--- src/rtl/cva6_irq_sequencer.sv ---
// -----------------------------------------------------------------------------
// cva6_irq_sequencer
//
// Interrupt gateway and arbiter for the two external interrupt inputs of a
// CVA6 core. It samples N_SRC rising-edge interrupt sources and latches them
// as pending. Each source is masked by ENABLE and routed by TARGET to one of
// two contexts:
//   - M-context, driven on irqs_o[0]
//   - S-context, driven on irqs_o[1]
// Software services a source with a claim/complete handshake through a small
// register port. Priority is fixed: the lowest ID wins.
//
// Source numbering: source bit k is interrupt ID k+1. ID 0 means "none".
//
// Optional feature (macro CVA6_IRQ_SYNC_EN):
//   defined   : src_i passes through a 2-flop synchroniser before edge
//               detection, so src_i may be asynchronous to aclk.
//   undefined : src_i feeds edge detection directly and must already be
//               synchronous to aclk.
//
// Ports:
//   aclk          clock
//   aresetn       asynchronous active-low reset
//   src_i         interrupt sources, rising-edge sensitive
//   reg_req_i     register access request, one-cycle pulse per access
//   reg_we_i      1 = write, 0 = read
//   reg_addr_i    byte address, word aligned
//   reg_wdata_i   write data
//   reg_rdata_o   read data, valid while reg_ready_o = 1
//   reg_ready_o   response strobe, one cycle after the request
//   irqs_o        level interrupts to the core: [0] M-context, [1] S-context
//
// Register port handshake:
//   Every cycle with reg_req_i = 1 is an accepted access; there is no
//   back-pressure. All side effects (claim, complete, register writes) happen
//   on the accepting clock edge. reg_ready_o is high for exactly the
//   following cycle, and reg_rdata_o is valid during that cycle. For writes
//   and for unmapped reads, reg_rdata_o is 0.
//
// Register map:
//   0x00 PENDING     read-only
//   0x04 ENABLE      read/write
//   0x08 TARGET      read/write, bit = 1 selects the S-context
//   0x0C CLAIM_M     read = claim, write = complete
//   0x10 CLAIM_S     read = claim, write = complete
//   0x14 IN_SERVICE  read-only
// -----------------------------------------------------------------------------
module cva6_irq_sequencer #(
   parameter int unsigned N_SRC      = 8,
   parameter int unsigned ADDR_WIDTH = 5
) (
   input  logic                  aclk,
   input  logic                  aresetn,
   input  logic [N_SRC-1:0]      src_i,
   input  logic                  reg_req_i,
   input  logic                  reg_we_i,
   input  logic [ADDR_WIDTH-1:0] reg_addr_i,
   input  logic [31:0]           reg_wdata_i,
   output logic [31:0]           reg_rdata_o,
   output logic                  reg_ready_o,
   output logic [1:0]            irqs_o
);

   localparam logic [ADDR_WIDTH-1:0] ADDR_PENDING = ADDR_WIDTH'(32'h00);
   localparam logic [ADDR_WIDTH-1:0] ADDR_ENABLE  = ADDR_WIDTH'(32'h04);
   localparam logic [ADDR_WIDTH-1:0] ADDR_TARGET  = ADDR_WIDTH'(32'h08);
   localparam logic [ADDR_WIDTH-1:0] ADDR_CLAIM_M = ADDR_WIDTH'(32'h0C);
   localparam logic [ADDR_WIDTH-1:0] ADDR_CLAIM_S = ADDR_WIDTH'(32'h10);
   localparam logic [ADDR_WIDTH-1:0] ADDR_INSERV  = ADDR_WIDTH'(32'h14);

   logic [N_SRC-1:0] src_s;
   logic [N_SRC-1:0] src_q;
   logic [N_SRC-1:0] src_edge;
   logic [N_SRC-1:0] pending_q, pending_d;
   logic [N_SRC-1:0] enable_q, enable_d;
   logic [N_SRC-1:0] target_q, target_d;
   logic [N_SRC-1:0] in_service_q, in_service_d;
   logic [31:0]      rdata_q, rdata_d;
   logic             ready_q;
   logic [1:0]       irqs_q, irqs_d;

   logic [N_SRC-1:0] elig_m, elig_s;
   logic [4:0]       claim_id_m, claim_id_s;
   logic [N_SRC-1:0] claim_clr;
   logic [N_SRC-1:0] cmpl_clr;

   logic rd_acc, wr_acc;
   logic claim_m_rd, claim_s_rd;
   logic cmpl_m_wr, cmpl_s_wr;
   logic enable_wr, target_wr;

   // ---------------------------------------------------------------------------
   // Source conditioning and edge detection
   // ---------------------------------------------------------------------------
`ifdef CVA6_IRQ_SYNC_EN
   logic [N_SRC-1:0] sync1_q, sync2_q;

   always_ff @(posedge aclk or negedge aresetn) begin
      if (!aresetn) begin
         sync1_q <= '0;
         sync2_q <= '0;
      end else begin
         sync1_q <= src_i;
         sync2_q <= sync1_q;
      end
   end

   assign src_s = sync2_q;
`else
   assign src_s = src_i;
`endif

   always_ff @(posedge aclk or negedge aresetn) begin
      if (!aresetn) begin
         src_q <= '0;
      end else begin
         src_q <= src_s;
      end
   end

   assign src_edge = src_s & ~src_q;

   // ---------------------------------------------------------------------------
   // Register access decode
   // ---------------------------------------------------------------------------
   assign rd_acc     = reg_req_i & ~reg_we_i;
   assign wr_acc     = reg_req_i &  reg_we_i;
   assign claim_m_rd = rd_acc & (reg_addr_i == ADDR_CLAIM_M);
   assign claim_s_rd = rd_acc & (reg_addr_i == ADDR_CLAIM_S);
   assign cmpl_m_wr  = wr_acc & (reg_addr_i == ADDR_CLAIM_M);
   assign cmpl_s_wr  = wr_acc & (reg_addr_i == ADDR_CLAIM_S);
   assign enable_wr  = wr_acc & (reg_addr_i == ADDR_ENABLE);
   assign target_wr  = wr_acc & (reg_addr_i == ADDR_TARGET);

   // ---------------------------------------------------------------------------
   // Arbitration: lowest eligible ID per context
   // ---------------------------------------------------------------------------
   assign elig_m = pending_q & enable_q & ~target_q;
   assign elig_s = pending_q & enable_q &  target_q;

   // Scans downwards so that the last assignment is the lowest set bit.
   function automatic logic [4:0] lowest_id(input logic [N_SRC-1:0] v);
      logic [4:0] id;
      id = '0;
      for (int k = int'(N_SRC) - 1; k >= 0; k--) begin
         if (v[k]) id = 5'(k + 1);
      end
      return id;
   endfunction

   assign claim_id_m = lowest_id(elig_m);
   assign claim_id_s = lowest_id(elig_s);

   // Claim and complete masks. They are built by comparing against each ID,
   // which avoids indexing with a variable-width ID. A complete is honoured
   // only if the ID is in range, currently in service, and owned by the
   // context being written.
   always_comb begin
      claim_clr = '0;
      cmpl_clr  = '0;
      for (int k = 0; k < int'(N_SRC); k++) begin
         if (claim_m_rd && (claim_id_m == 5'(k + 1))) claim_clr[k] = 1'b1;
         if (claim_s_rd && (claim_id_s == 5'(k + 1))) claim_clr[k] = 1'b1;
         if (cmpl_m_wr && (reg_wdata_i == 32'(k + 1)) && in_service_q[k] && !target_q[k])
            cmpl_clr[k] = 1'b1;
         if (cmpl_s_wr && (reg_wdata_i == 32'(k + 1)) && in_service_q[k] && target_q[k])
            cmpl_clr[k] = 1'b1;
      end
   end

   // ---------------------------------------------------------------------------
   // Next-state logic
   // ---------------------------------------------------------------------------
   always_comb begin
      // An edge is coalesced if the source is already pending or in service.
      // in_service_q is used deliberately: an edge that arrives in the same
      // cycle as its own complete is dropped.
      pending_d    = (pending_q | (src_edge & ~pending_q & ~in_service_q)) & ~claim_clr;
      in_service_d = (in_service_q | claim_clr) & ~cmpl_clr;
      enable_d     = enable_wr ? reg_wdata_i[N_SRC-1:0] : enable_q;
      target_d     = target_wr ? reg_wdata_i[N_SRC-1:0] : target_q;
      irqs_d       = {|elig_s, |elig_m};

      rdata_d = '0;
      if (rd_acc) begin
         case (reg_addr_i)
            ADDR_PENDING: rdata_d = 32'(pending_q);
            ADDR_ENABLE:  rdata_d = 32'(enable_q);
            ADDR_TARGET:  rdata_d = 32'(target_q);
            ADDR_CLAIM_M: rdata_d = 32'(claim_id_m);
            ADDR_CLAIM_S: rdata_d = 32'(claim_id_s);
            ADDR_INSERV:  rdata_d = 32'(in_service_q);
            default:      rdata_d = '0;
         endcase
      end
   end

   always_ff @(posedge aclk or negedge aresetn) begin
      if (!aresetn) begin
         pending_q    <= '0;
         enable_q     <= '0;
         target_q     <= '0;
         in_service_q <= '0;
         rdata_q      <= '0;
         ready_q      <= 1'b0;
         irqs_q       <= '0;
      end else begin
         pending_q    <= pending_d;
         enable_q     <= enable_d;
         target_q     <= target_d;
         in_service_q <= in_service_d;
         rdata_q      <= rdata_d;
         ready_q      <= reg_req_i;
         irqs_q       <= irqs_d;
      end
   end

   assign reg_rdata_o = rdata_q;
   assign reg_ready_o = ready_q;
   assign irqs_o      = irqs_q;

endmodule
--- config.mk ---
export PLATFORM = sky130hd
export DESIGN_NAME = cva6_irq_sequencer
export DESIGN_NICKNAME = d
export VERILOG_FILES = /design/src/rtl/cva6_irq_sequencer.sv
export SDC_FILE = /design/constraint.sdc
export NUM_CORES = 1
export LEC_CHECK = 0
export CORE_MARGIN = 2
export CORE_UTILIZATION = 30
export CTS_BUF_LIST = sky130_fd_sc_hd__clkbuf_16
export CTS_CLUSTER_SIZE = 30
export DETAILED_ROUTE_END_ITERATION = 6
export MAX_ROUTING_LAYER = met4
export PLACE_DENSITY = 0.65
export SETUP_SLACK_MARGIN = 0.4
export SYNTH_ARGS = -nofsm -noshare
export SYNTH_HDL_FRONTEND = slang
export SYNTH_SLANG_ARGS = --single-unit
export TNS_END_PERCENT = 1
--- constraint.sdc ---
create_clock -name aclk -period 3.45 [get_ports aclk]
set_input_delay 1.035 -clock aclk [delete_from_list [all_inputs] [get_ports aclk]]
set_output_delay 1.035 -clock aclk [all_outputs]
set_load 0.01 [all_outputs]
==> run summary <==
Logic synthesis
- 0 — number of enable flip-flop cells after synthesis
- 50 — library cells used by synthesis
- 100.0% — Async S/R FF share, synth
- simple AND/OR/NAND/NOR gates — combinational family with the most area after synthesis
- 0% — share of the synthesized netlist area taken by xor and xnor gates
- 51 — flops & latches, synth
- 0% — post-synthesis share of cell area spent on full adders, half adders and majority gates
- 0.002825 sq mm — cell area after synthesis
- 281 — number of standard cells after synthesis
- 45.17% — fraction of post-synthesis cell area in the top cell type by area
- sky130_fd_sc_hd__dfrtp_1 (45%), sky130_fd_sc_hd__buf_4 (6.6%), sky130_fd_sc_hd__mux2_2 (6.4%) — top post-synthesis cells by area
- 21.08% — simple logic cell fraction of the synthesized area
- sky130_fd_sc_hd__dfrtp_1 — biggest area consumer among synthesized cells
- sky130_fd_sc_hd__dfrtp_1 — Primary FF master, synth
- 0 — number of warning messages in the yosys log
- 19.44% — synthesized-area fraction occupied by ao, oa, aoi and oai cells
- 6.732% — mux cell area share after synthesis
- 10.05 sq um — Post-Syn Area per Cell
- 45.17% — fraction of the yosys area taken by sequential cells

Floorplan
- 84 — I/O pin total
- 35 — number of standard-cell rows in the floorplan
- 101.0 microns — horizontal die dimension
- 101.0 microns — vertical die dimension
- 0.01021 sq mm — die area
- 30.72% — initial standard-cell utilization of the core
- 0.009196 sq mm — placeable core area

Drt
- 17.68 microns — routed wirelength normalized by instance count
- 5.338 — post-DR vias/cell
- 2,482 — DR vias
- 183 — initial detailed-routing violation count
- 0 — drt drc
- 4 — Initial DRT Pass Iterations
- 8220 microns — final wirelength
- 0 — post-route ant nets

Power
- 0.0003988 W — switching power total
- 1.516 nW — LEAKAGE
- 18.1% — combinational power share
- 390.6 mW/mm^2 — power density over the cells
- 0.2264 mV — worst-case vdd ir drop
- 0.001031 W — Internal Dissipation
- 48.3% — share of power burned in registers
- 27.89% — switch share
- 33.7% — clock group share of total power
- 0.001430 W — post-layout power

Timing
- 357.0 MHz — Achievable Freq
- 0.6050 ns — Worst-Margin Slew
- 0.003956 ns — Worst Skew
- 59.16% — Max-Slew Margin vs Limit
- no — RSZ-0062 raised after global routing
- 2.801 ns — final critical path time including I/O delays and setup
- 0.5486 ns — worst hold slack after final layout
- 0 — Final Max Slew Viols
- 0 — final number of hold-violating endpoints
- 0 ns — sum of negative setup slack
- 0 — setup-violating endpoint count in the final report
- 81.18% — post-route clock period utilization

Global routing
- 12,940 microns — wire length of the first global-routing pass
- 34 — largest net degree at the start of global routing
- 2,514 — vias in the first global route
- 16.92% — GRT Total Usage
- 0 — global route overflow
- 0 — initial antenna violation count

Critical path
- 3.62 ns — Worst EP required
- 2.97 ns — critical path data arrival time
- 8 — critical path fanouts, max
- sky130_fd_sc_hd__clkdlybuf4s50_1 — cell with the largest stage delay on the worst path
- input port — launching element type of the critical path
- 0.50 ns — Crit path largest cell delay
- in2reg — type of the setup path with the least slack
- flop — Worst Setup End Kind
- clkdlybuf4s50_1 > or3_1 > nor3b_2 > and2_1 > mux2_2 — critical path, cell by cell

Clock tree
- 51 — clk sink count
- 0.28 ns — clock latency on the worst-skew pair
- sky130_fd_sc_hd__clkbuf_16 — CTS Root Cell
- 0 — count of instances resized after the clock tree is built
- 0.07 ns — clock transition at the register clock pins on the worst setup and hold paths after CTS
- yes — CTS tree
- 5 — total clock buffers created by CTS
- 0 — Post-CTS Repair Setup Buffers
- 2 — H-tree level count
- 0 — post-cts hold buffer count
- 2 — number of buffers on the longest clock path

Worst hold path
- reg2reg — type of the most critical hold path

Layout
- 29.58% — area added between synthesis and finish
- 0 — ant diodes
- sky130_fd_sc_hd__clkdlybuf4s50_1 (58), sky130_fd_sc_hd__dfrtp_1 (51), sky130_fd_sc_hd__conb_1 (24), sky130_fd_sc_hd__nor2_1 (23) — most frequent cells in the layout
- 402 — NumNets Final
- 13.84% — layout cells sized above 1
- sky130_fd_sc_hd__clkdlybuf4s50_1 — most common cell after layout, fill and taps aside

Place
- 59 — number of port buffers
- 6545 microns — hpwl dp
- 0.9545 — gpl congestion

Flow run
- 0 — number of violations of the max-capacitance limit

Outcome
- finished, final reports clean — status

## cell type report
type,instances,area (sq um)
clock inverters,3,16.27
multi-input cells,222,1425
clock buffers,5,125.1
fillers,925,5535
repair buffers,70,668.1
flip-flops and latches,51,1276
well taps,111,138.9
inverters,3,11.26
## power by group through the flow
stage               sequential, W  clock [W]  combinational [W]
finish                   0.000690   0.000481           0.000258
global route             0.000697   0.000516           0.000283
CTS                      0.000689   0.000496           0.000260
detailed placement       0.000700          0           0.000260
global placement         0.000699          0           0.000261
floorplan                0.000686          0           0.000145
## worst paths after layout
path / slack (ns) / endpoint / startpoint / cells past startpoint
min in group asynchronous: 0.70 / pending_q[4] / aresetn / 1
worst min register to register: 0.55 / in_service_q[0] / in_service_q[0] / 1
max in group asynchronous: 1.95 / in_service_q[6] / aresetn / 2
worst max-delay path: 0.65 / target_q[3] / reg_addr_i[1] / 5
worst max register to register: 1.22 / in_service_q[3] / target_q[5] / 5
worst min-delay path: 0.55 / in_service_q[0] / in_service_q[0] / 1
## sequential cells by signal (all words and copies together), names as in the netlist
register	cells
in_service_q	8
target_q	8
src_q	8
enable_q	8
pending_q	8
reg_ready_o	1
reg_rdata_o	8
irqs_o	2
## worst max-delay path, delay by kind of cell
kind                   cells  cell delay [ns]
AND/OR/NAND/NOR            3             1.06
buffers and inverters      1             0.50
multiplexers               1             0.38
## Yosys cell counts, drive strengths merged, types with 2 or more instances
cell type,instances
clkbuf,3
o211a,3
a22oi,12
nor3,3
a21oi,18
and3,4
nand4,6
o22ai,4
a22o,5
nor3b,4
nor4,9
inv,3
a31oi,3
nor2b,4
o211ai,4
dfrtp,51
o21ai,9
and3b,2
mux2,16
a41oi,6
nand3b,6
buf,25
or3b,2
nand3,12
nor2,23
nand2,18
and2,6
a221oi,4
o21bai,2
## kinds of logic after synthesis
logic type	count (synthesis)
buf+inv	31
other cells	1
flops	51
compound gates	78
simple gates	103
mux	17
## metal layers
metal	up-vias	GRT usage, %	wire length [microns]
li1	1166	-	-
met1	1203	21.88	3570
met2	107	27.61	3970
met3	6	2.774	606
met4	0	4.470	73
met5	-	-	0
## through the flow
step	cells	utilization, %	setup slack, ns	cell area [sq um]
6_report	465	39.81	0.6493	3661
4_1_cts	465	39.81	0.6531	3661
5_1_grt	465	39.81	0.4253	3661
3_5_place_dp	457	38.27	0.3602	3520
3_3_place_gp	457	38.27	0.3633	3520
2_1_floorplan	304	-	0.8534	2912
Power figures use the tool's default switching activity.
